[src/rtl/mem_port_arbiter_pkg.sv]
// MemPortArbiterTypes: state and client encodings for mem_port_arbiter.
package MemPortArbiterTypes;

    typedef enum logic [1:0] {
        Idle   = 2'd0,
        GrantI = 2'd1,
        GrantD = 2'd2
    } ArbiterState;

    // Encoding doubles as the bit index of the client in a request vector.
    typedef enum logic {
        Client_ICache = 1'b0,
        Client_DCache = 1'b1
    } ArbiterClient;

    localparam int unsigned PERF_COUNT_WIDTH = 32;

endpackage : MemPortArbiterTypes

[src/rtl/rv32_types_pkg.sv]
// Rv32Types: shared RV32 address types used across the memory subsystem.
package Rv32Types;

    // Physical address as seen by the caches and the memory bridge.
    typedef logic [31:0] paddr_t;

endpackage : Rv32Types

[src/rtl/rr_picker2.sv]
// rr_picker2: combinational two-way round-robin pick. With a single requester
// that requester wins; on a tie the client that was not served last wins.
module rr_picker2
    import MemPortArbiterTypes::*;
(
    input  logic [1:0]   i_req,
    input  ArbiterClient i_last,
    output logic         o_valid,
    output ArbiterClient o_grant
);

    assign o_valid = |i_req;
    assign o_grant = (i_req[1] && (!i_req[0] || (i_last == Client_ICache)))
                   ? Client_DCache : Client_ICache;

endmodule : rr_picker2

[src/rtl/mem_port_arbiter.sv]
// mem_port_arbiter: shares the single line-wide memory port between the
// ICache (read-only) and the DCache (read/write). Round-robin arbitration,
// grant held for one whole transaction, one Idle cycle between grants.
// Optional build macro MEM_PORT_ARBITER_PERF_COUNTER_EN adds the
// perfGrantI / perfGrantD / perfConflict counter outputs.
module mem_port_arbiter
    import Rv32Types::*;
    import MemPortArbiterTypes::*;
#(
    parameter int LINE_WIDTH = 64
)
(
    input  logic                  clk,
    input  logic                  rst,
    // ICache side
    input  paddr_t                iAddr,
    input  logic                  iReadEnable,
    output logic                  iReadDone,
    output logic [LINE_WIDTH-1:0] iReadValue,
    // DCache side
    input  paddr_t                dAddr,
    input  logic                  dReadEnable,
    input  logic                  dWriteEnable,
    input  logic [LINE_WIDTH-1:0] dWriteValue,
    output logic                  dReadDone,
    output logic                  dWriteDone,
    output logic [LINE_WIDTH-1:0] dReadValue,
    // Memory side
    output paddr_t                memAddr,
    output logic                  memReadEnable,
    output logic                  memWriteEnable,
    output logic [LINE_WIDTH-1:0] memWriteValue,
    input  logic                  memReadDone,
    input  logic                  memWriteDone,
    input  logic [LINE_WIDTH-1:0] memReadValue
`ifdef MEM_PORT_ARBITER_PERF_COUNTER_EN
    ,
    output logic [PERF_COUNT_WIDTH-1:0] perfGrantI,
    output logic [PERF_COUNT_WIDTH-1:0] perfGrantD,
    output logic [PERF_COUNT_WIDTH-1:0] perfConflict
`endif
);

    ArbiterState  r_state;
    ArbiterClient r_last_grant;

    logic [1:0]   w_req;
    logic         w_pick_valid;
    ArbiterClient w_pick_client;
    logic         w_mem_done;
    logic         w_d_active;

    assign w_d_active = dReadEnable | dWriteEnable;
    assign w_req      = {w_d_active, iReadEnable};
    assign w_mem_done = memReadDone | memWriteDone;

    rr_picker2 u_picker (
        .i_req   (w_req),
        .i_last  (r_last_grant),
        .o_valid (w_pick_valid),
        .o_grant (w_pick_client)
    );

    // Arbitration FSM: grant from Idle, release on done or on client abort.
    // NOTE: state registers use non-blocking assignments so every flop samples
    // pre-edge values; blocking here would create order-dependent races.
    always_ff @(posedge clk or negedge rst) begin
        if (!rst) begin
            r_state      <= Idle;
            r_last_grant <= Client_ICache;
        end else begin
            unique case (r_state)
                Idle: begin
                    if (w_pick_valid) begin
                        r_state <= (w_pick_client == Client_DCache) ? GrantD : GrantI;
                    end
                end
                GrantI: begin
                    if (w_mem_done) begin
                        r_state      <= Idle;
                        r_last_grant <= Client_ICache;
                    end else if (!iReadEnable) begin
                        r_state <= Idle;
                    end
                end
                GrantD: begin
                    if (w_mem_done) begin
                        r_state      <= Idle;
                        r_last_grant <= Client_DCache;
                    end else if (!w_d_active) begin
                        r_state <= Idle;
                    end
                end
                default: r_state <= Idle;
            endcase
        end
    end

    // Route the granted client to memory and memory responses back to it only.
    // NOTE: every output gets a zero default first so no path leaves a value
    // unassigned, which would otherwise infer a latch.
    always_comb begin
        memAddr        = '0;
        memReadEnable  = 1'b0;
        memWriteEnable = 1'b0;
        memWriteValue  = '0;
        iReadDone      = 1'b0;
        iReadValue     = '0;
        dReadDone      = 1'b0;
        dWriteDone     = 1'b0;
        dReadValue     = '0;
        unique case (r_state)
            GrantI: begin
                memAddr       = iAddr;
                memReadEnable = iReadEnable;
                iReadDone     = memReadDone;
                iReadValue    = memReadValue;
            end
            GrantD: begin
                memAddr        = dAddr;
                memReadEnable  = dReadEnable;
                memWriteEnable = dWriteEnable;
                memWriteValue  = dWriteValue;
                dReadDone      = memReadDone;
                dWriteDone     = memWriteDone;
                dReadValue     = memReadValue;
            end
            default: ;
        endcase
    end

    // A DCache request is either a read or a write, never both at once.
    a_d_rw_exclusive : assert property (
        @(posedge clk) disable iff (!rst) !(dReadEnable && dWriteEnable)
    );

`ifdef MEM_PORT_ARBITER_PERF_COUNTER_EN
    logic [PERF_COUNT_WIDTH-1:0] r_perf_grant_i;
    logic [PERF_COUNT_WIDTH-1:0] r_perf_grant_d;
    logic [PERF_COUNT_WIDTH-1:0] r_perf_conflict;

    // Count grants per client and Idle cycles with both clients requesting.
    always_ff @(posedge clk or negedge rst) begin
        if (!rst) begin
            r_perf_grant_i  <= '0;
            r_perf_grant_d  <= '0;
            r_perf_conflict <= '0;
        end else if (r_state == Idle) begin
            if (w_pick_valid && (w_pick_client == Client_ICache)) begin
                r_perf_grant_i <= r_perf_grant_i + 1'b1;
            end
            if (w_pick_valid && (w_pick_client == Client_DCache)) begin
                r_perf_grant_d <= r_perf_grant_d + 1'b1;
            end
            if (&w_req) begin
                r_perf_conflict <= r_perf_conflict + 1'b1;
            end
        end
    end

    assign perfGrantI   = r_perf_grant_i;
    assign perfGrantD   = r_perf_grant_d;
    assign perfConflict = r_perf_conflict;
`endif

endmodule : mem_port_arbiter

[config.mk]
export PLATFORM = sky130hd
export DESIGN_NAME = mem_port_arbiter
export DESIGN_NICKNAME = d
export VERILOG_FILES = /design/src/rtl/mem_port_arbiter_pkg.sv /design/src/rtl/rv32_types_pkg.sv /design/src/rtl/rr_picker2.sv /design/src/rtl/mem_port_arbiter.sv
export SDC_FILE = /design/constraint.sdc
export NUM_CORES = 1
export LEC_CHECK = 0
export BUFFER_PORTS_ARGS = -buffer_cell sky130_fd_sc_hd__buf_2
export CORE_AREA = 5 5 165 167
export DETAILED_ROUTE_END_ITERATION = 8
export DIE_AREA = 0 0 170 172
export GPL_TIMING_DRIVEN = 0
export PLACE_DENSITY = 0.45
export SETUP_SLACK_MARGIN = 0.2
export SLEW_MARGIN = 25
export SYNTH_ARGS = -nofsm -noshare
export SYNTH_HDL_FRONTEND = slang
export SYNTH_SLANG_ARGS = --single-unit
[constraint.sdc]
create_clock -name clk -period 1.95 [get_ports clk]
set_input_delay 0.585 -clock clk [delete_from_list [all_inputs] [get_ports clk]]
set_output_delay 0.585 -clock clk [all_outputs]
set_load 0.02 [all_outputs]
==> impl_metrics.toml <==
[detailed_routing]
via_per_inst = 3.73
drcViolationCount = 0
vias = 4207
ant_nets = 0
drt-pass1-iter-count = 4
avgRoutedWirePerCell_um = 18.7
routed_wl_mm = 21.1
dr.first_iter.drc_count = 70

[job]
maxCapViolations = 0

[finish]
antenna_cells = 0
nets = 996
final_cell_area_um2 = 7990
drive_gt1_share_pct = 97.3
area_growth_pct = 290

[clock_network]
htree_levels = 1
cts_tree = "built"
clk_pin_slew_worst_paths_ps = 30
clock-root-buffer = "clkbuf_16"
numClockSinks = 3
cts_made_buffers = 3
hold_buffers = 0
cts_buffer_depth = 2
clkLatencyLatePin_ps = 220

[floorplanning]
core_um2 = 25600
start_util_pct = 8.01
num_rows = 59
io_pins = 428
die_h_um = 172
dieArea_um2 = 29200
die_x_um = 170

[grt]
grt.total_usage_pct = 11.9
grt_pass1_wl_mm = 26.6
antenna_found_initial = 3
grt_pass1_vias = 4355
grt_max_degree = 11
grt_remaining_overflow = 0

[timing]
fin_crit_sh_pct = 114
finClkSkew_ps = 0.244
hold_viol = 0
setup_ws_ps = -265
setup_violations = 231
tightest_slew_ps = 337
rsz0062_at_grt = "true"
maxSlewViolCount = 0
post-route-min-period_ps = 2210
fmax_ghz = 0.452
slew_headroom_pct = 77.2
timing.hold.ws_ps = 152

[critical_path]
crit_fanout = 10
path_delay_family = "buffers and inverters"
cp_slowest_cell = "dfrtp_1"
path_cells = "inv_2, buf_4, ha_4, clkbuf_16, nor2b_4, buf_6"
worstSetupStartpointType = "flop"
crit_required_ps = 1360
cp.arrival_ps = 1630
cp-end-kind = "output port"
worstSetupPathType = "flop to output port"
path_buf_inv = 4
crit_path_max_incr_delay_ps = 390

[pwr]
p_per_area_nw_per_um2 = 1470
peakVddDrop_mv = 0.576
design_power_total_mw = 11.7
leakage_nw = 3.96

[status]
violations = "negative setup slack"
status = "finished, violations left"

[synth]
synth_area_um2 = 2050
synth_seq_area_share_pct = 3.66
synth_cell_type_count = 19
syn_inst = 317
avgSynthCellArea_um2 = 6.47
synth.area.top_cells = "and2_1, a22oi_1, nor2b_1, clkbuf_1, dfrtp_1"
yosys.area.top_type_share_pct = 59.8
ys_ff_latch = 3
yosys_warnings = 0
synth_area_leader_cell = "and2_1"
syn-num-nets = 520

[placement]
numPortBuffers = 427
placed_cell_area_um2 = 4960
gp_congestion = 0.820
hpwl_mm = 14.9

[hold_path]
hp-class = "input port to async pin"
==> power by group <==
| part | total, mW | switching [mW] | internal (mW) |
|---|---|---|---|
| Combinational | 11.3 | 4.87 | 6.41 |
| Clock | 0.325 | 0.0550 | 0.270 |
| Sequential | 0.122 | 0.0291 | 0.0930 |
| Total | 11.7 | 4.96 | 6.78 |
==> worst register-to-register path: stages, from the launching register on <==
cell and delay [ps]:
dfrtp_1 390, inv_2 80, ha_4 180, buf_12 130
buf_16 140, buf_4 140, buf_4 130, and4bb_4 180
a311oi_2 340, mux2i_1 250
==> metal layers <==
layer  GRT usage, %  part of all wire [%]  vias to the layer above
met3           2.61                   8.7                       36
met1           13.0                    35                     1940
li1               -                     -                     1958
met4           2.33                   1.8                        6
met5              0                  0.20                        -
met2           23.5                    54                      267
==> registers in the layout, indices dropped and copies added (netlist names) <==
signal	flops
r_last_grant	1
r_state	2
==> synthesized netlist by cell type <==
cell / n
a21bo_2: 1
a22oi_1: 33
a311oi_2: 1
and2_1: 196
and4bb_4: 1
buf_2: 3
buf_6: 1
clkbuf_1: 28
dfrtp_1: 3
ha_1: 4
inv_1: 2
mux2i_1: 2
nand2_1: 3
nand3_1: 1
nor2_1: 1
nor2b_1: 33
nor4b_1: 1
o21ai_0: 2
or2_1: 1
==> timing repair <==
item                                    4_1_cts  5_1_grt
setup buffers                                17        2
pin swaps                                     6        5
gates resized for setup                     494      289
endpoints found under the hold margin         0        0
gates cloned                                 18        7
endpoints found under the setup margin      229      231
==> worst paths after layout <==
check	to	cells past startpoint	from	slack [ps]
min reg2reg	r_last_grant	2	r_last_grant	500
max in group asynchronous	r_state[0]	1	rst	1690
max	memAddr[4]	6	r_state[0]	-260
min in group clk	r_last_grant	2	r_last_grant	500
max reg2reg	r_state[1]	9	r_state[1]	-110
min	r_state[1]	1	rst	150
==> cell families after synthesis <==
logic type      synth area share, %
simple gates                   72.4
compound gates                 13.8
buf+inv                        6.77
fa+ha+maj                      2.44
flops                          3.66
mux                           0.976
==> cell usage in the layout (no fill, tap or decap), drive strengths merged, types with 2 or more instances in the layout <==
master	netlist	routed
o21ai	2	2
ha	4	4
nor2b	33	33
buf	4	481
dfrtp	3	3
and2	196	196
mux2i	2	2
inv	2	2
clkbuf	28	26
nand2	3	3
a22oi	33	33
==> stage by stage <==
stage	worst slack (ps)	utilization, %	TNS [ps]	instances
after detailed placement	-446	19.4	-51690	1079
after global routing	-327	31.2	-55490	1127
after CTS	-292	27.5	-49490	1118
final	-265	31.2	-45060	1127
after global placement	-431	19.4	-50650	1079
after floorplan	150	-	0	317
==> layout make-up <==
cell class | instances | area, um2
timing repair buffer | 471 | 4180
fill | 2628 | 17600
sequential | 3 | 75.1
inverter | 2 | 7.51
tap | 335 | 419
multi-input combinational | 280 | 2630
clock buffer | 4 | 78.8
buffer | 32 | 603
Power figures use the tool's default switching activity.
